--- src/rtl/mult_seq_ctrl_if.sv ---
// Handshake and operand/result bundle between the execute stage and the mult sequencer.
// The controller side drives the slave modport's inputs; the sequencer returns status and HI/LO.
interface mult_seq_ctrl_if #(
    parameter int WIDTH = 32
);
    logic             start_i;
    logic             signed_i;
    logic             flush_i;
    logic [WIDTH-1:0] src1_i;
    logic [WIDTH-1:0] src2_i;
    logic             busy_o;
    logic             stall_o;
    logic             done_o;
    logic [WIDTH-1:0] hi_o;
    logic [WIDTH-1:0] lo_o;

    modport master (
        output start_i, signed_i, flush_i, src1_i, src2_i,
        input  busy_o, stall_o, done_o, hi_o, lo_o
    );

    modport slave (
        input  start_i, signed_i, flush_i, src1_i, src2_i,
        output busy_o, stall_o, done_o, hi_o, lo_o
    );
endinterface

--- src/rtl/mult_seq_ctrl.sv ---
// Radix-2 shift-add sequencer for mult/multu: WIDTH RUN cycles, DONE pulse in cycle WIDTH+1.
// Holds the pipeline via a combinational stall while running; HI/LO update only on completion.
module mult_seq_ctrl #(
    parameter int WIDTH = 32,
    parameter int CNT_W = 6
) (
    input  logic           clk_i,
    input  logic           rst_i,
    mult_seq_ctrl_if.slave mult_if
);

    typedef enum logic [1:0] {
        S_IDLE = 2'd0,
        S_RUN  = 2'd1,
        S_DONE = 2'd2
    } state_t;

    state_t             r_state;
    state_t             w_state_nxt;
    logic [CNT_W-1:0]   r_cnt;
    logic [WIDTH-1:0]   r_mcand;
    logic [WIDTH-1:0]   r_mplier;
    logic [2*WIDTH-1:0] r_acc;
    logic               r_neg;
    logic [WIDTH-1:0]   r_hi;
    logic [WIDTH-1:0]   r_lo;

    logic               w_accept;
    logic               w_step;
    logic               w_finish;
    logic               w_busy;
    logic               w_stall;
    logic               w_done;
    logic [WIDTH-1:0]   w_mag1;
    logic [WIDTH-1:0]   w_mag2;
    logic [WIDTH:0]     w_sum;
    logic [2*WIDTH-1:0] w_acc_nxt;
    logic [2*WIDTH-1:0] w_prod;

    // The most negative operand negates to itself, which read unsigned is exactly its magnitude.
    assign w_mag1 = (mult_if.signed_i && mult_if.src1_i[WIDTH-1]) ? -mult_if.src1_i : mult_if.src1_i;
    assign w_mag2 = (mult_if.signed_i && mult_if.src2_i[WIDTH-1]) ? -mult_if.src2_i : mult_if.src2_i;

    assign w_sum     = {1'b0, r_acc[2*WIDTH-1:WIDTH]}
                     + (r_mplier[0] ? {1'b0, r_mcand} : {(WIDTH+1){1'b0}});
    assign w_acc_nxt = {w_sum, r_acc[WIDTH-1:1]};
    assign w_prod    = r_neg ? -w_acc_nxt : w_acc_nxt;

    always_ff @(posedge clk_i) begin
        if (rst_i) begin
            r_state <= S_IDLE;
        end else begin
            r_state <= w_state_nxt;
        end
    end

    always_comb begin
        w_state_nxt = r_state;
        w_accept    = 1'b0;
        w_step      = 1'b0;
        w_finish    = 1'b0;
        w_busy      = 1'b0;
        w_stall     = 1'b0;
        w_done      = 1'b0;
        case (r_state)
            S_IDLE: begin
                if (mult_if.start_i && !mult_if.flush_i) begin
                    w_accept    = 1'b1;
                    w_stall     = 1'b1;
                    w_state_nxt = S_RUN;
                end
            end
            S_RUN: begin
                w_busy  = 1'b1;
                w_stall = 1'b1;
                if (mult_if.flush_i) begin
                    w_state_nxt = S_IDLE;
                end else begin
                    w_step = 1'b1;
                    if (r_cnt == CNT_W'(1)) begin
                        w_finish    = 1'b1;
                        w_state_nxt = S_DONE;
                    end
                end
            end
            S_DONE: begin
                w_done      = 1'b1;
                w_state_nxt = S_IDLE;
            end
            default: begin
                w_state_nxt = S_IDLE;
            end
        endcase
    end

    always_ff @(posedge clk_i) begin
        if (rst_i) begin
            r_cnt    <= '0;
            r_mcand  <= '0;
            r_mplier <= '0;
            r_acc    <= '0;
            r_neg    <= 1'b0;
            r_hi     <= '0;
            r_lo     <= '0;
        end else begin
            if (w_accept) begin
                r_mcand  <= w_mag1;
                r_mplier <= w_mag2;
                r_neg    <= mult_if.signed_i & (mult_if.src1_i[WIDTH-1] ^ mult_if.src2_i[WIDTH-1]);
                r_acc    <= '0;
                r_cnt    <= CNT_W'(WIDTH);
            end else if (w_step) begin
                r_acc    <= w_acc_nxt;
                r_mplier <= r_mplier >> 1;
                r_cnt    <= r_cnt - CNT_W'(1);
            end
            if (w_finish) begin
                r_hi <= w_prod[2*WIDTH-1:WIDTH];
                r_lo <= w_prod[WIDTH-1:0];
            end
        end
    end

    assign mult_if.busy_o  = w_busy;
    assign mult_if.stall_o = w_stall;
    assign mult_if.done_o  = w_done;
    assign mult_if.hi_o    = r_hi;
    assign mult_if.lo_o    = r_lo;

endmodule

--- src/flat_wrapper.sv ---
// flat-port wrapper written by rule: the top's interface ports become plain ports
module mult_seq_ctrl_flat 
#(
    parameter int WIDTH = 32,
    parameter int CNT_W = 6
)
  (clk_i, rst_i, mult_if_start_i, mult_if_signed_i, mult_if_flush_i, mult_if_src1_i, mult_if_src2_i, mult_if_busy_o, mult_if_stall_o, mult_if_done_o, mult_if_hi_o, mult_if_lo_o);
  mult_seq_ctrl_if #(.WIDTH(WIDTH)) mult_if_i ();
  input  logic clk_i;
  input  logic rst_i;
  input wire logic [$bits(mult_if_i.start_i)-1:0] mult_if_start_i;
  input wire logic [$bits(mult_if_i.signed_i)-1:0] mult_if_signed_i;
  input wire logic [$bits(mult_if_i.flush_i)-1:0] mult_if_flush_i;
  input wire logic [$bits(mult_if_i.src1_i)-1:0] mult_if_src1_i;
  input wire logic [$bits(mult_if_i.src2_i)-1:0] mult_if_src2_i;
  output wire logic [$bits(mult_if_i.busy_o)-1:0] mult_if_busy_o;
  output wire logic [$bits(mult_if_i.stall_o)-1:0] mult_if_stall_o;
  output wire logic [$bits(mult_if_i.done_o)-1:0] mult_if_done_o;
  output wire logic [$bits(mult_if_i.hi_o)-1:0] mult_if_hi_o;
  output wire logic [$bits(mult_if_i.lo_o)-1:0] mult_if_lo_o;
  assign mult_if_i.start_i = mult_if_start_i;
  assign mult_if_i.signed_i = mult_if_signed_i;
  assign mult_if_i.flush_i = mult_if_flush_i;
  assign mult_if_i.src1_i = mult_if_src1_i;
  assign mult_if_i.src2_i = mult_if_src2_i;
  assign mult_if_busy_o = mult_if_i.busy_o;
  assign mult_if_stall_o = mult_if_i.stall_o;
  assign mult_if_done_o = mult_if_i.done_o;
  assign mult_if_hi_o = mult_if_i.hi_o;
  assign mult_if_lo_o = mult_if_i.lo_o;
  mult_seq_ctrl #(.WIDTH(WIDTH), .CNT_W(CNT_W)) u_core (.clk_i(clk_i), .rst_i(rst_i), .mult_if(mult_if_i));
endmodule
--- config.mk ---
export PLATFORM = sky130hd
export DESIGN_NAME = mult_seq_ctrl_flat
export DESIGN_NICKNAME = d
export VERILOG_FILES = /design/src/rtl/mult_seq_ctrl_if.sv /design/src/rtl/mult_seq_ctrl.sv /design/src/flat_wrapper.sv
export SDC_FILE = /design/constraint.sdc
export NUM_CORES = 1
export LEC_CHECK = 0
export ABC_AREA = 0
export BUFFER_PORTS_ARGS = -buffer_cell sky130_fd_sc_hd__buf_2
export CAP_MARGIN = 20
export CORE_ASPECT_RATIO = 0.7
export CORE_MARGIN = 5
export CORE_UTILIZATION = 45
export CTS_CLUSTER_DIAMETER = 50
export DETAILED_ROUTE_END_ITERATION = 16
export PLACE_DENSITY = 0.68
export SYNTH_ARGS = -nofsm -noshare
export SYNTH_HDL_FRONTEND = slang
export SYNTH_SLANG_ARGS = --single-unit
--- constraint.sdc ---
create_clock -name clk_i -period 5 [get_ports clk_i]
set_input_delay 1 -clock clk_i [delete_from_list [all_inputs] [get_ports clk_i]]
set_output_delay 1 -clock clk_i [all_outputs]
set_load 0.005 [all_outputs]
== Yosys cells after proc, flatten, opt, wreduce, memory -nomap -nowiden ==
Index checks and enable logic that the tools add are counted.

* Register bits after elaboration: 201
* Input port bits: 69

* $add $sub $neg: 5
* Equal/unequal tests: 5
* Muxes and demuxes: 22
* Bitwise operators: 2
* Reductions and logical operators: 8

{| class="wikitable"
|+ Operators with widths
! cell !! number
|-
| 2-to-1 mux 32 bit || 5
|-
| 2-to-1 mux 64 bit || 1
|-
| negation 32 bit || 2
|-
| negation 64 bit || 1
|-
| adder 32 x 33 -> 33 bit || 1
|-
| 2-to-1 mux 6 bit || 2
|-
| 2-to-1 mux 1 bit || 9
|-
| == test 6 x 1 -> 1 bit, second input constant || 1
|-
| 2-to-1 mux 2 bit || 3
|-
| subtractor 6 x 1 -> 6 bit, second input constant || 1
|-
| one-hot mux 2 bit (2 select lines) || 1
|-
| logical AND 1 bit || 3
|-
| inequality test 3 x 2 -> 1 bit, second input constant || 1
|-
| == test 2 x 1 -> 1 bit, second input constant || 1
|-
| == test 2 bit, second input constant || 1
|-
| logical NOT 2 bit || 1
|-
| inequality test 2 x 1 -> 1 bit, second input constant || 1
|-
| one-hot mux 1 bit (2 select lines) || 1
|-
| AND reduction 2 bit || 1
|-
| nonzero test 2 bit || 1
|-
| OR reduction 2 bit || 1
|-
| AND 1 bit || 1
|-
| logical NOT 1 bit || 1
|-
| bitwise XOR 1 bit || 1
|}

== Depth between registers and ports, before layout ==
Gate-level depths: netlist (run 1).

* Word-level depth: 5
* Gate-level depth with buffers: 16
* Gate-level depth less buffers: 14

== Worst setup path before layout (run 1) ==
OpenSTA, ideal clock, no wires.

* Kind: register to register
* Start: register u_core.r_mplier[0]
* End: register u_core.r_hi[30] (netlist: u_core.mult_if.hi_o[30])
* Library setup time: 92 ps
* Data arrival time: 4000 ps
* Data required time: 4908 ps
* Slack: 908 ps
* Cell stages (with the launch flop): 17
* Buffers on the path: 3
* Clock period less this slack: 4092 ps
* Cell sequence: dfxtp_1 -> clkbuf_1 -> and2_1 -> ha_1 -> clkbuf_1 -> a21o_1 -> a221o_1 -> a21oi_1 -> a21oi_1 -> a31oi_1 -> nand3b_1 -> or4_1 -> clkbuf_1 -> nor3_2 -> nor4bb_1 -> nor3_1 -> nor4_1

* Word-level cells in the longest chain between the ends: 4

{| class="wikitable"
|+ RTL lines
! item !! line !! text
|-
| from (decl) || mult_seq_ctrl.sv:22 || <nowiki>logic [WIDTH-1:0] r_mplier;</nowiki>
|-
| from (signal assigned) || mult_seq_ctrl.sv:108 || <nowiki>r_mplier <= w_mag2;</nowiki>
|-
| from (signal assigned) || mult_seq_ctrl.sv:114 || <nowiki>r_mplier <= r_mplier >> 1;</nowiki>
|-
| 2-to-1 mux 32 bit * || mult_seq_ctrl.sv:45 || <nowiki>+ (r_mplier[0] ? {1'b0, r_mcand} : {(WIDTH+1){1'b0}});</nowiki>
|-
| adder 32 x 33 -> 33 bit * || mult_seq_ctrl.sv:45 ||
|-
| negation 64 bit || mult_seq_ctrl.sv:47 || <nowiki>assign w_prod = r_neg ? -w_acc_nxt : w_acc_nxt;</nowiki>
|-
| 2-to-1 mux 64 bit * || mult_seq_ctrl.sv:47 ||
|-
| to (signal assigned) || mult_seq_ctrl.sv:118 || <nowiki>r_hi <= w_prod[2*WIDTH-1:WIDTH];</nowiki>
|-
| to (decl) || mult_seq_ctrl.sv:25 || <nowiki>logic [WIDTH-1:0] r_hi;</nowiki>
|}

Mark *: on every way between the ends. The rest lies on a longest branch, timed or not.
A chain may end at the register's enable or synchronous reset.

== Final worst setup path (run 1) ==
* Start: register u_core.r_mplier[0]
* End: register u_core.r_hi[23] (netlist: u_core.mult_if.hi_o[23])

Same word-level chain as after synthesis.

==> impl_metrics.csv, run 1 <==
group,metric,value,unit
logic_synthesis,synthCells,1600,
power_and_ir_drop,power_frac_seq,47.9,%
clocking,cts_tree,"done",
timing,slew_violations,0,
logic_synthesis,ys_ff_latch,200,
clocking,cts_root_buf,"clkbuf_16",
logic_synthesis,yosysMostFrequentCell,"nand2_1",
finish,syn_to_final_growth,13.31,%
power_and_ir_drop,ir_drop,0.2216,mV
finish,fin_area,13740,µm²
drt,met3WireLength,2842,µm
timing,period_needed,4.480,ns
logic_synthesis,ys_top_cells_by_count,"nand2_1 (258), dfxtp_1 (200), nor2_1 (192), a21oi_1 (141)",
logic_synthesis,syn_nets,1707,
drt,vias_per_cell,5.728,
drt,routed_wirelength,35390,µm
die,rows,50,
logic_synthesis,synth_top_cell_area_share,33.03,%
logic_synthesis,synth_edf_count,0,
placement,numPlacedInstances,2026,
power_and_ir_drop,intPower,2517,µW
power_and_ir_drop,p_sw,978.6,µW
drt,drc,0,
logic_synthesis,synth_warnings,0,
logic_synthesis,synthDistinctLibCells,80,
power_and_ir_drop,p_leak,0.005318,µW
clocking,holdBufCountCts,0,
worst_setup_path,start_kind,"register",
logic_synthesis,syn_area_per_cell,7.577,µm²
placement,io_buffer_count,135,
die,pin_count,136,
finish,nets,1788,
timing,final-hold-violation-count,0,
power_and_ir_drop,switching_share,28.00,%
placement,pre_cts_slack,0.3887,ns
placement,dpl.hpwl,26420,µm
finish,final_cells,2058,
timing,finalSetupViolations,0,
drt,avgRoutedWirePerCell,17.20,µm
hold_path,min_path_type,"register to register",
clocking,cts_resized,0,
timing,fmax,0.2232,GHz
finish,drive_above_1_share,13.58,%
clocking,cts_buffer_depth,2,
drt,vias,11788,
power_and_ir_drop,pwr-share-comb,12.0,%
worst_setup_path,worstSetupPathType,"register to register",
clocking,cts_buffers,17,
timing,tns,0,ns
power_and_ir_drop,p_total,3495,µW
clocking,htree_levels,4,
grt,grt_overflow,0,
clocking,clk_latency,0.45,ns
logic_synthesis,yosysTopAreaCell,"dfxtp_1",
grt,grt_pass1_wl,56440,µm
timing,setup_slack,0.5201,ns
grt,grt_pass1_vias,10416,
finish,n_antenna_cell,0,
timing,finalCritPeriodShare,89.60,%
drt,drt-initial-drc-count,923,
logic_synthesis,synth.area.top_cells,"dfxtp_1 (33%), nand2_1 (8.0%), nor2_1 (5.9%)",
logic_synthesis,synth_ff_type,"dfxtp_1",
die,die_x,206.2,µm
drt,drtAntennaViolNets,0,
drt,maxUsedRoutingLayer,"met5",
timing,maxSlewHeadroom,27.74,%
die,start_util,45.49,%
worst_setup_path,cp-end-kind,"register",
die,fp.dieH,147.3,µm
power_and_ir_drop,power_density,254.4,nW/µm²
grt,grt_max_degree,99,
clocking,post_cts_buffers,0,
placement,place.gp.congestion,0.9632,
grt,track_usage,22.81,%
drt,met1_length,18790,µm
worst_setup_path,critPathMaxFanout,26,
placement,place_area,13140,µm²
drt,dr.pass1.iters,5,
status,status,"complete, no violations",
die,die-area,30370,µm²
clocking,path_clk_slew,0.07,ns
worst_setup_path,worstPathRequired,5.36,ns
drt,met2_length,13500,µm
finish,fillers,2598,
job,maxCapViolCount,0,
timing,rsz0062_at_grt,"false",
logic_synthesis,ys_seq_area_share,33.03,%
power_and_ir_drop,power_frac_clock,40.1,%
timing,clock_skew,0.009756,ns
grt,antenna_found_initial,1,
timing,worstMarginPinSlew,1.084,ns
die,core-area,26650,µm²
worst_setup_path,cp.arrival,4.84,ns
logic_synthesis,syn-cell-area,12120,µm²
logic_synthesis,synthArstFlopShare,0,%
clocking,clock_sinks,200,
-- worst max-delay path, stage by stage, from the launching register on --
cell and delay [ns]:
dfxtp_2 0.44, and2_1 0.20, ha_1 0.23, fa_1 0.44, and3_1 0.17, or3_1 0.32
a221oi_1 0.46, o211ai_1 0.20, or4b_1 0.56, or3_4 0.38, nor4_4 0.25, inv_2 0.08
o41ai_2 0.31, xor2_1 0.11, a211oi_1 0.23
-- cell type report --
cell class / count / area [µm²] / area share (%)
clock buffer: 18 / 439.2 / 3.197
clock inverter: 14 / 158.9 / 1.157
inverter: 28 / 105.1 / 0.7651
multi-input combinational: 1269 / 7644 / 55.64
sequential: 200 / 4006 / 29.16
tap: 364 / 455.4 / 3.315
timing repair buffer: 165 / 928.4 / 6.758
-- registers in the layout, summed over array words and instances (netlist names) --
| register | cells |
|---|---|
| u_core.r_acc | 63 |
| u_core.mult_if.hi_o | 32 |
| u_core.mult_if.lo_o | 32 |
| u_core.r_mcand | 32 |
| u_core.r_mplier | 32 |
| u_core.r_cnt | 6 |
| u_core.r_state | 2 |
| u_core.r_neg | 1 |
-- layout by cell type, fill, tap and decap left out, types with 18 or more instances in the layout --
cell      count
buf_4        29
nor2_1      191
and2_1       39
a211oi_1     86
xor2_1       73
nand3_1      22
xnor2_1      57
nor4_1       18
o31ai_1      18
inv_1        27
nor3_1       36
o21ai_0      45
nand2_1     257
a311oi_1     37
buf_2       134
a21oi_1     141
ha_1         37
or3_1        18
dfxtp_1     198
-- final timing paths --
check	startpoint	end	slack, ns	cells past startpoint
setup / recovery	u_core.r_mplier[0]$_SDFFE_PP0P_	u_core.mult_if.hi_o[23]$_SDFFE_PP0P_	0.52	14
hold / removal	u_core.r_mcand[30]$_SDFFE_PP0P_	u_core.r_mcand[30]$_SDFFE_PP0P_	0.45	2
setup reg to reg	u_core.r_mplier[0]$_SDFFE_PP0P_	u_core.mult_if.hi_o[23]$_SDFFE_PP0P_	0.52	14
hold reg to reg	u_core.r_mcand[30]$_SDFFE_PP0P_	u_core.r_mcand[30]$_SDFFE_PP0P_	0.45	2
-- kinds of logic (layout without fill, tap and decap cells) --
group | Yosys count | in the layout | synth area share [%]
simple gates | 665 | 665 | 25.54
xor+xnor | 130 | 130 | 9.392
buf+inv | 131 | 225 | 4.108
fa+ha+maj | 38 | 38 | 3.984
mux | 5 | 5 | 0.4232
compound gates | 431 | 431 | 23.52
flops | 200 | 200 | 33.03
-- power by group through the flow --
stage | registers [µW] | logic, µW | clock network, µW
after floorplan | 1690 | 291 | 0
after global placement | 1710 | 407 | 0
after detailed placement | 1710 | 414 | 0
after CTS | 1670 | 416 | 1430
after global routing | 1680 | 468 | 1500
final | 1670 | 419 | 1400
-- metal layers --
| layer | vias up | global-route usage [%] |
|---|---|---|
| li1 | 5886 | - |
| met1 | 5517 | 37.21 |
| met2 | 363 | 30.01 |
| met3 | 20 | 5.274 |
| met4 | 2 | 4.122 |
| met5 | - | 0 |
-- through the flow --
stage	utilization (%)	hold slack (ns)
2_1_floorplan	-	0.4273
3_3_place_gp	49.30	0.4417
3_5_place_dp	49.30	0.4437
4_1_cts	51.54	0.4519
5_1_grt	51.54	0.4650
6_report	51.54	0.4515
No activity file was read; power rests on OpenSTA's default activity.
==> run 2: changes to the inputs <==
Settings changed: CTS_BUF_LIST set to sky130_fd_sc_hd__clkbuf_8, SKIP_CTS_REPAIR_TIMING set to 1.
==> impl_metrics.csv, run 2 (synthesis results as in run 1) <==
group,metric,value,unit
finish,syn_to_final_growth,11.74,%
hold_path,whs_path_depth,2,
grt,grt_max_degree,99,
clocking,cts_buffers,17,
clocking,path_clk_slew,0.11,ns
drt,vias,11693,
timing,slew_violations,0,
clocking,clock_sinks,200,
clocking,cts_buffer_depth,2,
power_and_ir_drop,p_sw,945.1,µW
power_and_ir_drop,power_density,233.9,nW/µm²
die,pin_count,136,
placement,dpl.hpwl,26420,µm
die,die_x,206.2,µm
worst_setup_path,cp_cell_sequence,"and2_1 -> ha_1 -> fa_1 -> and3_1 -> or3_1 -> a221oi_1 -> o211ai_1 -> or4b_1 -> or3_4 -> nor4_4 -> inv_2 -> o41ai_2 -> xor2_1 -> a211oi_1",
timing,finalCritPeriodShare,89.41,%
drt,dr.pass1.iters,5,
power_and_ir_drop,power_frac_clock,33.9,%
status,status,"complete, no violations",
grt,grt_overflow,0,
power_and_ir_drop,p_leak,0.005231,µW
timing,setup_slack,0.5293,ns
clocking,htree_levels,4,
power_and_ir_drop,ir_drop,0.1534,mV
worst_setup_path,worstPathRequired,5.41,ns
placement,io_buffer_count,135,
worst_setup_path,crit_family,"simple AND/OR/NAND/NOR gates",
die,die-area,30370,µm²
timing,worstMarginPinSlew,1.087,ns
worst_setup_path,cp.depth,14,
worst_setup_path,worstSetupPathType,"register to register",
worst_setup_path,cp_num_buf_inv,1,
grt,track_usage,22.62,%
timing,tns,0,ns
finish,n_antenna_cell,0,
finish,mostFrequentLayoutCells,"nand2_1 (257), dfxtp_1 (198), nor2_1 (191), a21oi_1 (141), buf_2 (134)",
worst_setup_path,start_kind,"register",
die,core-area,26650,µm²
grt,antenna_found_initial,1,
timing,period_needed,4.471,ns
clocking,cts_root_buf,"clkbuf_8",
hold_path,min_path_type,"register to register",
worst_setup_path,cp-end-kind,"register",
die,start_util,45.49,%
finish,regMostFlops,"u_core.r_acc",
die,rows,50,
worst_setup_path,cpPeakStageDelay,0.56,ns
worst_setup_path,cp.arrival,4.88,ns
die,fp.dieH,147.3,µm
timing,finalSetupViolations,0,
placement,pre_cts_slack,0.3887,ns
placement,place.gp.congestion,0.9632,
drt,vias_per_cell,5.682,
finish,layout_commonest_cell,"nand2_1",
power_and_ir_drop,intPower,2223,µW
drt,drc,0,
drt,routed_wirelength,35170,µm
drt,avgRoutedWirePerCell,17.09,µm
finish,fin_area,13550,µm²
placement,place_area,13140,µm²
timing,clock_skew,0.02061,ns
grt,grt_pass1_vias,10286,
finish,drive_above_1_share,13.58,%
power_and_ir_drop,power_frac_seq,52.9,%
clocking,clk_latency,0.50,ns
power_and_ir_drop,switching_share,29.83,%
power_and_ir_drop,pwr-share-comb,13.2,%
finish,largest_reg_flops,63,
worst_setup_path,critPathMaxFanout,26,
timing,rsz0062_at_grt,"false",
finish,nets,1788,
timing,final-hold-violation-count,0,
worst_setup_path,slowest_stage,"or4b_1",
worst_setup_path,rr_worst_depth,14,
drt,drtAntennaViolNets,0,
timing,fmax,0.2237,GHz
timing,maxSlewHeadroom,27.54,%
clocking,cts_tree,"done",
drt,drt-initial-drc-count,902,
grt,grt_pass1_wl,55990,µm
job,maxCapViolCount,0,
-- run 2: cell counts in the layout (fill, tap and decap cells not counted) --
No cell type changed its count.
-- run 2: through the flow --
| step | hold WS, ns | cells | power [µW] | util [%] |
|---|---|---|---|---|
| 4_1_cts | 0.4557 | 2058 | 3187 | 50.82 |
| 3_3_place_gp | 0.4417 | 2026 | 2116 | 49.30 |
| 3_5_place_dp | 0.4437 | 2026 | 2123 | 49.30 |
| 2_1_floorplan | 0.4273 | 1600 | 1980 | - |
| 6_report | 0.4550 | 2058 | 3169 | 50.83 |
| 5_1_grt | 0.4694 | 2058 | 3321 | 50.83 |
-- run 2: cell type report --
type | instances | area, µm²
inverters | 28 | 105.1
flip-flops and latches | 200 | 4006
multi-input cells | 1269 | 7644
repair buffers | 165 | 928.4
clock buffers | 18 | 247.7
well taps | 364 | 455.4
fillers | 2607 | 13110
clock inverters | 14 | 158.9
-- run 2: worst min-delay path: cells and delay by family (launching register included) --
| kind | cells | cell delay, ns |
|---|---|---|
| flops | 1 | 0.32 |
| compound gates | 1 | 0.05 |
| simple gates | 1 | 0.05 |
-- run 2: final timing paths --
| path | startpoint | to | slack [ns] |
|---|---|---|---|
| max | u_core.r_mplier[0]$_SDFFE_PP0P_ | u_core.mult_if.hi_o[23]$_SDFFE_PP0P_ | 0.53 |
| min | u_core.r_mcand[30]$_SDFFE_PP0P_ | u_core.r_mcand[30]$_SDFFE_PP0P_ | 0.46 |
| max reg2reg | u_core.r_mplier[0]$_SDFFE_PP0P_ | u_core.mult_if.hi_o[23]$_SDFFE_PP0P_ | 0.53 |
| min reg2reg | u_core.r_mcand[30]$_SDFFE_PP0P_ | u_core.r_mcand[30]$_SDFFE_PP0P_ | 0.46 |
-- run 2: metal layers --
metal	vias to the layer above	wire length, µm	global-route usage [%]
li1	5876	-	-
met1	5416	18560	36.92
met2	381	13280	29.49
met3	18	3141	6.311
met4	2	163	2.959
met5	-	13	0
-- run 2: power by group through the flow --
stage               Clock (µW)  Combinational [µW]  Sequential [µW]
finish                    1070                 419             1670
global route              1170                 468             1680
CTS                       1100                 416             1670
detailed placement           0                 414             1710
global placement             0                 407             1710
floorplan                    0                 291             1690
==> run 3: changes to the inputs <==
Settings changed: RECOVER_POWER set to 100.
==> impl_metrics.csv, run 3 (synthesis results as in run 1) <==
group,metric,value,unit
grt,track_usage,22.62,%
clocking,cts_buffers,17,
power_and_ir_drop,intPower,2220,µW
timing,fmax,0.2187,GHz
power_and_ir_drop,p_total,3164,µW
drt,drc,0,
die,die_x,206.2,µm
power_and_ir_drop,power_frac_clock,34.0,%
grt,grt_pass1_vias,10286,
die,pin_count,136,
clocking,path_clk_slew,0.11,ns
placement,io_buffer_count,135,
power_and_ir_drop,ir_drop,0.1557,mV
finish,fillers,2647,
clocking,cts_root_buf,"clkbuf_8",
status,status,"complete, but fails checks",
finish,nets,1788,
worst_setup_path,cp.arrival,4.94,ns
die,fp.dieH,147.3,µm
finish,largest_reg_flops,63,
placement,dpl.hpwl,26420,µm
worst_setup_path,worstSetupPathType,"register to register",
grt,grt_max_degree,99,
job,maxCapViolCount,3,
grt,grt_overflow,0,
placement,place.gp.congestion,0.9632,
drt,avgRoutedWirePerCell,17.14,µm
grt,antenna_found_initial,1,
worst_setup_path,worstPathRequired,5.36,ns
power_and_ir_drop,p_leak,0.004971,µW
drt,vias,11751,
clocking,cts_buffer_depth,2,
timing,tns,0,ns
die,rows,50,
worst_setup_path,crit_family,"simple AND/OR/NAND/NOR gates",
finish,mostFrequentLayoutCells,"nand2_1 (257), dfxtp_1 (198), nor2_1 (192), a21oi_1 (141), a211oi_1 (86)",
worst_setup_path,cp-end-kind,"register",
clocking,cts_tree,"done",
power_and_ir_drop,power_frac_seq,52.9,%
timing,finalCritPeriodShare,91.47,%
timing,clock_skew,0.02071,ns
worst_setup_path,critPathMaxFanout,26,
clocking,clock_sinks,200,
clocking,clk_latency,0.50,ns
timing,rsz0062_at_grt,"false",
power_and_ir_drop,pwr-share-comb,13.1,%
worst_setup_path,cp_cell_sequence,"and2_0 -> ha_1 -> fa_1 -> a21oi_1 -> o211ai_1 -> nand4_1 -> a311oi_1 -> clkbuf_1 -> a211oi_1 -> xnor2_1 -> nor2b_1 -> nor4bb_1 -> nand3_1 -> a31oi_1 -> nor4_1",
finish,layout_commonest_cell,"nand2_1",
power_and_ir_drop,p_sw,944.1,µW
worst_setup_path,slowest_stage,"o211ai_1",
worst_setup_path,cpPeakStageDelay,0.62,ns
timing,maxSlewHeadroom,-55.97,%
die,die-area,30370,µm²
drt,dr.pass1.iters,6,
die,start_util,45.49,%
drt,vias_per_cell,5.710,
power_and_ir_drop,switching_share,29.84,%
hold_path,min_path_type,"register to register",
finish,n_antenna_cell,0,
die,core-area,26650,µm²
grt,grt_pass1_wl,55990,µm
worst_setup_path,start_kind,"register",
timing,period_needed,4.573,ns
power_and_ir_drop,power_density,235.8,nW/µm²
timing,slew_violations,191,
finish,drive_above_1_share,9.858,%
finish,syn_to_final_growth,10.66,%
status,failed_checks,"capacitance limit, slew limit",
timing,hold_slack,0.4554,ns
clocking,htree_levels,4,
drt,drtAntennaViolNets,0,
drt,drt-initial-drc-count,852,
finish,regMostFlops,"u_core.r_acc",
timing,final-hold-violation-count,0,
timing,worstMarginPinSlew,2.340,ns
timing,finalSetupViolations,0,
drt,routed_wirelength,35270,µm
worst_setup_path,cp_num_buf_inv,1,
-- run 3: worst paths after layout --
check	end	cells past startpoint	startpoint	slack [ns]
max reg2reg	u_core.mult_if.hi_o[30]$_SDFFE_PP0P_	15	u_core.r_mplier[0]$_SDFFE_PP0P_	0.43
min	u_core.r_mcand[30]$_SDFFE_PP0P_	2	u_core.r_mcand[30]$_SDFFE_PP0P_	0.46
min reg2reg	u_core.r_mcand[30]$_SDFFE_PP0P_	2	u_core.r_mcand[30]$_SDFFE_PP0P_	0.46
max	u_core.mult_if.hi_o[30]$_SDFFE_PP0P_	15	u_core.r_mplier[0]$_SDFFE_PP0P_	0.43
-- run 3: power groups by stage --
stage                     registers (µW)  clock network, µW  logic (µW)
after floorplan                     1690                  0         291
after global placement              1710                  0         407
after detailed placement            1710                  0         414
after CTS                           1670               1100         416
after global routing                1680               1170         463
final                               1670               1080         413
-- run 3: layout make-up --
| class | count | area, µm² | share of cell area [%] |
|---|---|---|---|
| multi-input combinational | 1269 | 7615 | 56.76 |
| sequential | 200 | 4006 | 29.86 |
| timing repair buffer | 165 | 827.0 | 6.165 |
| tap | 364 | 455.4 | 3.395 |
| clock buffer | 18 | 247.7 | 1.847 |
| clock inverter | 14 | 158.9 | 1.184 |
| inverter | 28 | 105.1 | 0.7834 |
-- run 3: routing by layer --
metal  global-route usage [%]  up-vias  part of all wire, %  routed length [µm]
met2                    29.49      368                   38               13320
met3                    6.311       19                  8.8                3086
li1                         -     5889                    -                   -
met1                    36.92     5473                   53               18650
met5                        0        -                0.037                  13
met4                    2.959        2                 0.56                 196
-- run 3: stage by stage --
| stage | worst slack, ns | utilization (%) | instances | instance area (µm²) |
|---|---|---|---|---|
| finish | 0.4265 | 50.34 | 2058 | 13420 |
| global route | 0.09260 | 50.34 | 2058 | 13420 |
| CTS | 0.3624 | 50.82 | 2058 | 13540 |
| detailed placement | 0.3887 | 49.30 | 2026 | 13140 |
| global placement | 0.4774 | 49.30 | 2026 | 13140 |
| floorplan | 0.9084 | - | 1600 | 12120 |
-- run 3: tightest hold or removal path, delay by kind of cell (launching register included) --
family	cells	cell delay, ns
flops	1	0.32
simple gates	1	0.05
compound gates	1	0.05
